[config.mk]
export PLATFORM = sky130hd
export DESIGN_NAME = sseg_scan_capture
export DESIGN_NICKNAME = d
export VERILOG_FILES = /design/src/rtl/sseg_scan_capture.sv
export SDC_FILE = /design/constraint.sdc
export NUM_CORES = 1
export LEC_CHECK = 0
export BUFFER_PORTS_ARGS = -buffer_cell sky130_fd_sc_hd__buf_4
export CORE_UTILIZATION = 58
export DETAILED_ROUTE_END_ITERATION = 12
export GPL_ROUTABILITY_DRIVEN = 0
export PLACE_DENSITY = 0.78
export SKIP_LAST_GASP = 1
export SLEW_MARGIN = 15
export SYNTH_ARGS = -nofsm -noshare
export SYNTH_HDL_FRONTEND = slang
export SYNTH_SLANG_ARGS = --single-unit
export TNS_END_PERCENT = 30
[constraint.sdc]
create_clock -name clk -period 2.8 [get_ports clk]
set_input_delay 0.42 -clock clk [delete_from_list [all_inputs] [get_ports clk]]
set_output_delay 0.42 -clock clk [all_outputs]
set_load 0.01 [all_outputs]
[src/rtl/sseg_scan_capture.sv]
// sseg_scan_capture: receive end of a scanned, multiplexed 7-segment display.
// Watches the segment and anode lines and rebuilds the displayed number. A digit
// is captured once its anode+pattern pair has been stable for STABLE_CYC samples,
// decoded to BCD, collected into a scan frame, converted to binary (MSD first) and
// announced with a one-cycle valid pulse together with a sticky per-frame error.
// Optional feature: define SSEG_SCAN_BLANK_EN to accept an all-segments-off digit
// as a legal blanked zero (leading-zero suppression); otherwise it is an error.
module sseg_scan_capture #(
  parameter int NDIG        = 2,
  parameter int STABLE_CYC  = 4,
  parameter int SEG_ACT_LOW = 1,
  parameter int BIN_W       = 7
) (
  input  logic              clk,
  input  logic              rst,
  input  logic [0:6]        SSeg,
  input  logic [NDIG-1:0]   an,
  output logic [4*NDIG-1:0] bcd,
  output logic [BIN_W-1:0]  num,
  output logic              valid,
  output logic              err
);

  localparam int CNT_W = (STABLE_CYC > 1) ? $clog2(STABLE_CYC + 1) : 1;
  localparam int IDX_W = (NDIG > 1) ? $clog2(NDIG) : 1;
  localparam logic [NDIG-1:0] MASK_FULL = '1;

  typedef enum logic [2:0] {
    S_IDLE,
    S_SETTLE,
    S_HELD,
    S_CONVERT,
    S_DONE
  } state_t;

  typedef struct packed {
    logic       ok;
    logic [3:0] dig;
  } dec_t;

  // Active-high a..g with segment a in the MSB, so literals read like the table.
  function automatic dec_t decode(input logic [6:0] p);
    dec_t d;
    d.ok = 1'b1;
    case (p)
      7'b1111110: d.dig = 4'd0;
      7'b0110000: d.dig = 4'd1;
      7'b1101101: d.dig = 4'd2;
      7'b1111001: d.dig = 4'd3;
      7'b0110011: d.dig = 4'd4;
      7'b1011011: d.dig = 4'd5;
      7'b1011111: d.dig = 4'd6;
      7'b1110000: d.dig = 4'd7;
      7'b1111111: d.dig = 4'd8;
      7'b1111011: d.dig = 4'd9;
`ifdef SSEG_SCAN_BLANK_EN
      7'b0000000: d.dig = 4'd0;
`endif
      default: begin
        d.ok  = 1'b0;
        d.dig = 4'd0;
      end
    endcase
    return d;
  endfunction

  // Segment lines reordered so a lands in bit 6.
  logic [6:0] seg_raw;
  assign seg_raw = {SSeg[0], SSeg[1], SSeg[2], SSeg[3], SSeg[4], SSeg[5], SSeg[6]};

  // Normalised (active-high) registered copies of the display lines.
  logic [6:0]      seg_q;
  logic [NDIG-1:0] an_q;

  // Capture state.
  state_t           state_q, state_d;
  logic [CNT_W-1:0] cnt_q;
  logic [NDIG-1:0]  cur_an_q;
  logic [6:0]       cur_seg_q;
  logic [NDIG-1:0]  mask_q;
  logic [3:0]       dig_q [NDIG];

  // Conversion and result registers.
  logic [IDX_W-1:0]  idx_q;
  logic [BIN_W-1:0]  acc_q;
  logic [BIN_W-1:0]  num_q;
  logic [4*NDIG-1:0] bcd_q;
  logic              valid_q;
  logic              err_q;

  // Control strobes from the FSM to the datapath.
  logic start, cnt_inc, cnt_clr, capture, conv_step, done, set_err;

  logic             one_act, multi_act, same_pair, frame_full;
  logic [IDX_W-1:0] cap_idx;
  dec_t             seg_dec;

  // Register the display lines once, converted to active-high.
  // NOTE: every clocked block uses non-blocking (<=) so all registers update together.
  always_ff @(posedge clk) begin
    if (rst) begin
      seg_q <= '0;
      an_q  <= '0;
    end else if (SEG_ACT_LOW != 0) begin
      seg_q <= ~seg_raw;
      an_q  <= ~an;
    end else begin
      seg_q <= seg_raw;
      an_q  <= an;
    end
  end

  assign one_act    = ($countones(an_q) == 1);
  assign multi_act  = ($countones(an_q) > 1);
  assign same_pair  = (an_q == cur_an_q) && (seg_q == cur_seg_q);
  assign frame_full = ((mask_q | an_q) == MASK_FULL);
  assign seg_dec    = decode(seg_q);

  // Translate the single active anode into its bcd slot index.
  // NOTE: always_comb blocks assign a default first so no latch is inferred.
  always_comb begin
    cap_idx = '0;
    for (int i = 0; i < NDIG; i++) begin
      if (an_q[i]) cap_idx = IDX_W'(i);
    end
  end

  // FSM state register.
  always_ff @(posedge clk) begin
    if (rst) state_q <= S_IDLE;
    else     state_q <= state_d;
  end

  // FSM next-state and datapath strobes.
  always_comb begin
    state_d   = state_q;
    start     = 1'b0;
    cnt_inc   = 1'b0;
    cnt_clr   = 1'b0;
    capture   = 1'b0;
    conv_step = 1'b0;
    done      = 1'b0;
    set_err   = 1'b0;
    case (state_q)
      S_IDLE, S_SETTLE, S_HELD: begin
        if (state_q != S_IDLE && same_pair) begin
          // Pair unchanged: keep counting while settling, otherwise just hold.
          if (state_q == S_SETTLE) begin
            if (cnt_q >= CNT_W'(STABLE_CYC - 1)) capture = 1'b1;
            else                                 cnt_inc = 1'b1;
          end
        end else if (multi_act) begin
          set_err = 1'b1;
          cnt_clr = 1'b1;
          state_d = S_IDLE;
        end else if (one_act) begin
          start = 1'b1;
          if (STABLE_CYC <= 1) capture = 1'b1;
          else                 state_d = S_SETTLE;
        end else begin
          cnt_clr = 1'b1;
          state_d = S_IDLE;
        end
        if (capture) begin
          state_d = frame_full ? S_CONVERT : S_HELD;
          if (!seg_dec.ok) set_err = 1'b1;
        end
      end
      S_CONVERT: begin
        conv_step = 1'b1;
        if (idx_q == '0) state_d = S_DONE;
      end
      S_DONE: begin
        done    = 1'b1;
        state_d = S_IDLE;
      end
      default: state_d = S_IDLE;
    endcase
  end

  // Stability counter and the anode+pattern pair being watched.
  always_ff @(posedge clk) begin
    if (rst) begin
      cnt_q     <= '0;
      cur_an_q  <= '0;
      cur_seg_q <= '0;
    end else begin
      if (start)        cnt_q <= CNT_W'(1);
      else if (cnt_inc) cnt_q <= cnt_q + CNT_W'(1);
      else if (cnt_clr) cnt_q <= '0;
      if (start) begin
        cur_an_q  <= an_q;
        cur_seg_q <= seg_q;
      end
    end
  end

  // Digit store and frame mask; a completed frame clears the mask for the next one.
  // NOTE: the digit store is small, so it is reset like any other register.
  always_ff @(posedge clk) begin
    if (rst) begin
      mask_q <= '0;
      for (int i = 0; i < NDIG; i++) dig_q[i] <= 4'd0;
    end else if (capture) begin
      dig_q[cap_idx] <= seg_dec.dig;
      mask_q         <= frame_full ? '0 : (mask_q | an_q);
    end
  end

  // BCD to binary, most significant digit first: acc = acc*10 + digit.
  always_ff @(posedge clk) begin
    if (rst) begin
      idx_q <= '0;
      acc_q <= '0;
    end else if (capture && frame_full) begin
      idx_q <= IDX_W'(NDIG - 1);
      acc_q <= '0;
    end else if (conv_step) begin
      acc_q <= acc_q * BIN_W'(10) + BIN_W'(dig_q[idx_q]);
      idx_q <= idx_q - IDX_W'(1);
    end
  end

  // Publish a finished frame; err is sticky until the cycle after the pulse.
  always_ff @(posedge clk) begin
    if (rst) begin
      num_q   <= '0;
      bcd_q   <= '0;
      valid_q <= 1'b0;
      err_q   <= 1'b0;
    end else begin
      valid_q <= done;
      if (done) begin
        num_q <= acc_q;
        for (int i = 0; i < NDIG; i++) bcd_q[4*i +: 4] <= dig_q[i];
      end
      if (set_err)      err_q <= 1'b1;
      else if (valid_q) err_q <= 1'b0;
    end
  end

  assign bcd   = bcd_q;
  assign num   = num_q;
  assign valid = valid_q;
  assign err   = err_q;

endmodule

# Yosys cells after proc, flatten, opt, wreduce, memory -nomap -nowiden

Memories as Yosys holds them, arrays and structs flattened. A register that Yosys moved wholly into a read port is not among the register bits.
Index checks and enable logic that the tools add are counted.

Bits in registers: 43
RAM bits: 8
Input port bits: 11
Output and inout bits: 17
Logic and storage cells: 111
Memories: 1

Memory list:

| name  | depth | bits a word | rd ports | clocked after memory_dff | write ports | line | RTL |
|---|---|---|---|---|---|---|---|
| dig_q | 2     | 4           | 3        | 3                        | 2           | 81   | `logic [3:0] dig_q [NDIG];` |

Add/sub/neg operators: 4
Multiply operators: 1
$lt $le $gt $ge: 2
Equal/unequal tests: 20
Mux-type cells: 52
Bitwise operators: 3
Reduce and logical (&&, ||, !) cells: 15

Operators with widths:

| kind                                                                   | count |
|---|---|
| 7-bit equality test, second input constant                             | 8 |
| 1-bit 2-to-1 mux                                                       | 43 |
| 4-bit case mux with 9 select lines                                     | 1 |
| 32-bit by 2-bit equality test with 1-bit output, second input constant | 1 |
| 3-bit 2-to-1 mux                                                       | 5 |
| 7-bit by 6-bit equality test with 1-bit output, second input constant  | 2 |
| 10-bit OR reduction                                                    | 1 |
| 7-bit by 4-bit adder with 7-bit output                                 | 1 |
| 7-bit equality test                                                    | 1 |
| 7-bit by 3-bit multiplier with 6-bit output, second input constant     | 1 |
| 7-bit inverter                                                         | 1 |
| 3-bit by 2-bit equality test with 1-bit output, second input constant  | 2 |
| 3-bit case mux with 2 select lines                                     | 1 |
| 2-bit nonzero test                                                     | 3 |
| 3-bit nonzero test                                                     | 2 |
| 4-bit 2-to-1 mux                                                       | 1 |
| 2-bit OR reduction                                                     | 2 |
| 4-bit OR reduction                                                     | 1 |
| 3-bit by 1-bit adder with 3-bit output, second input constant          | 1 |
| 3-bit by 1-bit equality test with 1-bit output, second input constant  | 1 |
| 3-bit equality test, second input constant                             | 1 |
| 3-bit by 2-bit >= comparator with 1-bit output, second input constant  | 1 |
| 1-bit logical AND                                                      | 3 |
| 3-bit logical NOT                                                      | 1 |
| other kinds (12)                                                       | 12 |

# Longest topological paths before layout

Depth in word-level cells: 11
Depth in mapped cells: 8
Mapped depth without buffers: 8

# Least setup slack after synthesis

OpenSTA, ideal clock, no wires.

Path type: register to register
Start point: reg cnt_q[0]
End point: mem dig_q[0][0], enable pin
Setup time: 0.361 ns
Data arrival time: 1.650 ns
Data required time: 2.439 ns
Setup slack: 0.789 ns
Cell stages (with the launch flop): 7
Path buffers: 0
Period minus slack after synthesis: 2.011 ns
Cell sequence: dfxtp_1 > ha_1 > ha_1 > a211oi_1 > nor3_1 > nand4_4 > o21ai_0

RTL lines:

| item                   | line | RTL |
|---|---|---|
| from (decl)            | 77   | `logic [CNT_W-1:0] cnt_q;` |
| from (signal assigned) | 189  | `else if (cnt_inc) cnt_q <= cnt_q + CNT_W'(1);` |
| to (decl)              | 81   |  |

==> impl_metrics.ini <==
[critical_path]
critPathLaunchType = flip-flop
end_kind = flip-flop
crit_top_cell = ha_1
cp_max_fo = 7
cp.arrival_ns = 2.37
max_stage_delay_ns = 0.53
crit_slowest_cell = o21ai_0
r2r-start = cnt_q[0]$_SDFFE_PP0P_
crit_start = cnt_q[0]$_SDFFE_PP0P_
cp_cell_sequence = ha_1, ha_1, a211oi_1, nor3_1, nand4_4, o21ai_0
reg2reg_slack_ns = 0.41
criticalPathCategory = reg2reg
critPathRequiredTime_ns = 2.78

[clock_network]
cts.path.max_buffers = 2
cts-buffers-inserted = 9
cts_sinks = 60
cts-resized-gates = 0
clkLatencyLatePin_ns = 0.34
cts_tree = yes
post_cts_buffers = 0
htreeDepth = 3
clkSlewWorstSetupHoldPaths_ns = 0.07
clockRootBuffer = clkbuf_8
hold_buffers = 0

[place]
place_worst_setup_slack_ns = 0.4802
port_buffers = 27
post-dp-hpwl_mm = 4.065

[finish]
diodes = 0
drive_gt1_frac = 0.1751
area_delta_synth_final_pct = 15.26
final_common_cell = dfxtp_1
nets = 372
final_cell_mix = 52 x dfxtp_1, 48 x nand2_1, 33 x a21oi_1

[global_routing]
grt.overflow.total = 0
grt_pass1_wl_mm = 9.977
grt_pass1_vias = 2161
grt_usage = 0.2500
grt_max_degree = 44
antenna_found_initial = 0

[floorplan]
die_y_um = 72.94
rows = 25
die-area_mm2 = 0.005320
core-area_mm2 = 0.004786
start_util = 0.6099
ios = 28
dieWidth_um = 72.94

[timing]
slew_headroom = 0.5820
fin_crit_ns = 2.393
rsz0062_at_grt = false
timing.fmax_ghz = 0.4179
setup_viol = 0
post-route-period-util = 0.8546
worstMarginPinSlew_ns = 0.6255
final.setup.worst_slack_ns = 0.4070
tns_ns = 0
hold_viol_final = 0
maxSlewViolCount = 0
fin_skew_ns = 0.005865

[yosys]
ys_ff_latch = 60
syn_area_per_cell_um2 = 8.819
synthArstFlopShare = 0
syn_area_mm2 = 0.002919
synth_nets = 354
synth_top_flop_cell = dfxtp_1
syn_inst = 331
synth_warnings = 0
seq_area_frac_synth = 0.4389
ys_types = 53
synth_edf_count = 8

[detailed_routing]
drc = 0
antenna_left = 0
drt-total-wl_mm = 6.178
dr.pass1.iters = 4
via_count = 2422
wl_per_cell_um = 14.67
drtIter0Drc = 176
routed_via_density = 5.753

[power_and_ir_drop]
powerDensity_mw_per_mm2 = 593.7
p_clk_frac = 0.458
p_sw_frac = 0.2324
power.leakage_nw = 1.287
seqPwrFrac = 0.465
peakVddDrop_uv = 484.4
switchingPower_uw = 464.3
internal-power_mw = 1.533
pwr-share-comb = 0.077

[run]
maxCapViolCount = 0

[worst_hold_path]
min_from = SSeg[2]
min_path_type = in2reg

[run_status]
status = complete, no violations
==> state kept, by name, summed over array words and instances (netlist names), 2 cells and up, named ones only <==
name / count
acc_q: 7
an_q: 2
bcd: 8
cnt_q: 3
cur_an_q: 2
cur_seg_q: 7
dig_q: 8
mask_q: 2
num: 7
seg_q: 7
state_q: 3
==> path summary, 6_finish.rpt <==
check	to	cells past startpoint
setup / recovery	dig_q[1][1]$_SDFFCE_PN0P_	6
hold / removal	seg_q[4]$_SDFF_PP0_	2
setup reg to reg	dig_q[1][1]$_SDFFCE_PN0P_	6
hold reg to reg	bcd[1]$_SDFFE_PP0P_	2
==> cell families after synthesis <==
kind of cell | share of synthesized area
simple gates | 0.2203
compound gates | 0.1569
xor+xnor | 0.05358
flops | 0.4389
mux | 0.02872
buf+inv | 0.04500
fa+ha+maj | 0.05658
==> cells in the mapped netlist, types with 5 or more instances <==
cell type | n | area (µm²)
edfxtp_1 | 8 | 240.2
ha_1 | 10 | 125.1
mux2i_1 | 5 | 50.05
xnor2_1 | 8 | 70.07
nand3_1 | 10 | 50.05
xor2_1 | 8 | 70.07
a31oi_1 | 6 | 37.54
inv_1 | 8 | 30.03
nand2_1 | 48 | 180.2
dfxtp_1 | 52 | 1041
clkbuf_1 | 18 | 67.56
o21ai_0 | 11 | 55.05
a21oi_1 | 33 | 165.2
nor2_1 | 32 | 120.1
==> per-layer routing <==
layer | vias to the layer above | GRT usage | routed length, µm
li1 | 1205 | - | -
met1 | 1147 | 0.3169 | 2862
met2 | 63 | 0.4050 | 2954
met3 | 7 | 0.07873 | 277
met4 | 0 | 0.08279 | 83
met5 | - | 0 | 0
==> power by group through the flow <==
| stage | Sequential, mW | Combinational [mW] | Clock (mW) |
|---|---|---|---|
| finish | 0.929 | 0.153 | 0.915 |
| global route | 0.932 | 0.169 | 0.964 |
| CTS | 0.929 | 0.152 | 0.924 |
| detailed placement | 0.947 | 0.149 | 0 |
| global placement | 0.947 | 0.147 | 0 |
| floorplan | 0.927 | 0.130 | 0 |
==> final cells by class <==
| type | instances | area, µm² |
|---|---|---|
| Inverter | 8 | 30.03 |
| Tap cell | 67 | 83.83 |
| Timing Repair Buffer | 30 | 225.2 |
| Fill cell | 365 | 1421 |
| Clock inverter | 3 | 68.82 |
| Clock buffer | 13 | 168.9 |
| Multi-Input combinational cell | 240 | 1506 |
| Sequential cell | 60 | 1281 |
==> metrics by stage <==
step                      hold slack (ns)  instance area (µm²)  power [mW]    util  std cells
final                              0.2223                 3364       1.997  0.7030        421
after detailed placement           0.4470                 3127       1.097  0.6533        405
after global placement             0.4432                 3127       1.094  0.6533        405
after global routing               0.2041                 3364       2.065  0.7030        421
after CTS                          0.2153                 3364       2.005  0.7030        421
after floorplan                    0.4323                 2919       1.056       -        331
==> worst max-delay path, delay by kind of cell, from the launching register on <==
family                     cells  cell delay, ns
AOI/OAI and AO/OA              2            0.61
adders and majority gates      2            0.35
DFF                            1            0.44
and+or+nand+nor                2            0.63
No activity file was read; power rests on OpenSTA's default activity.
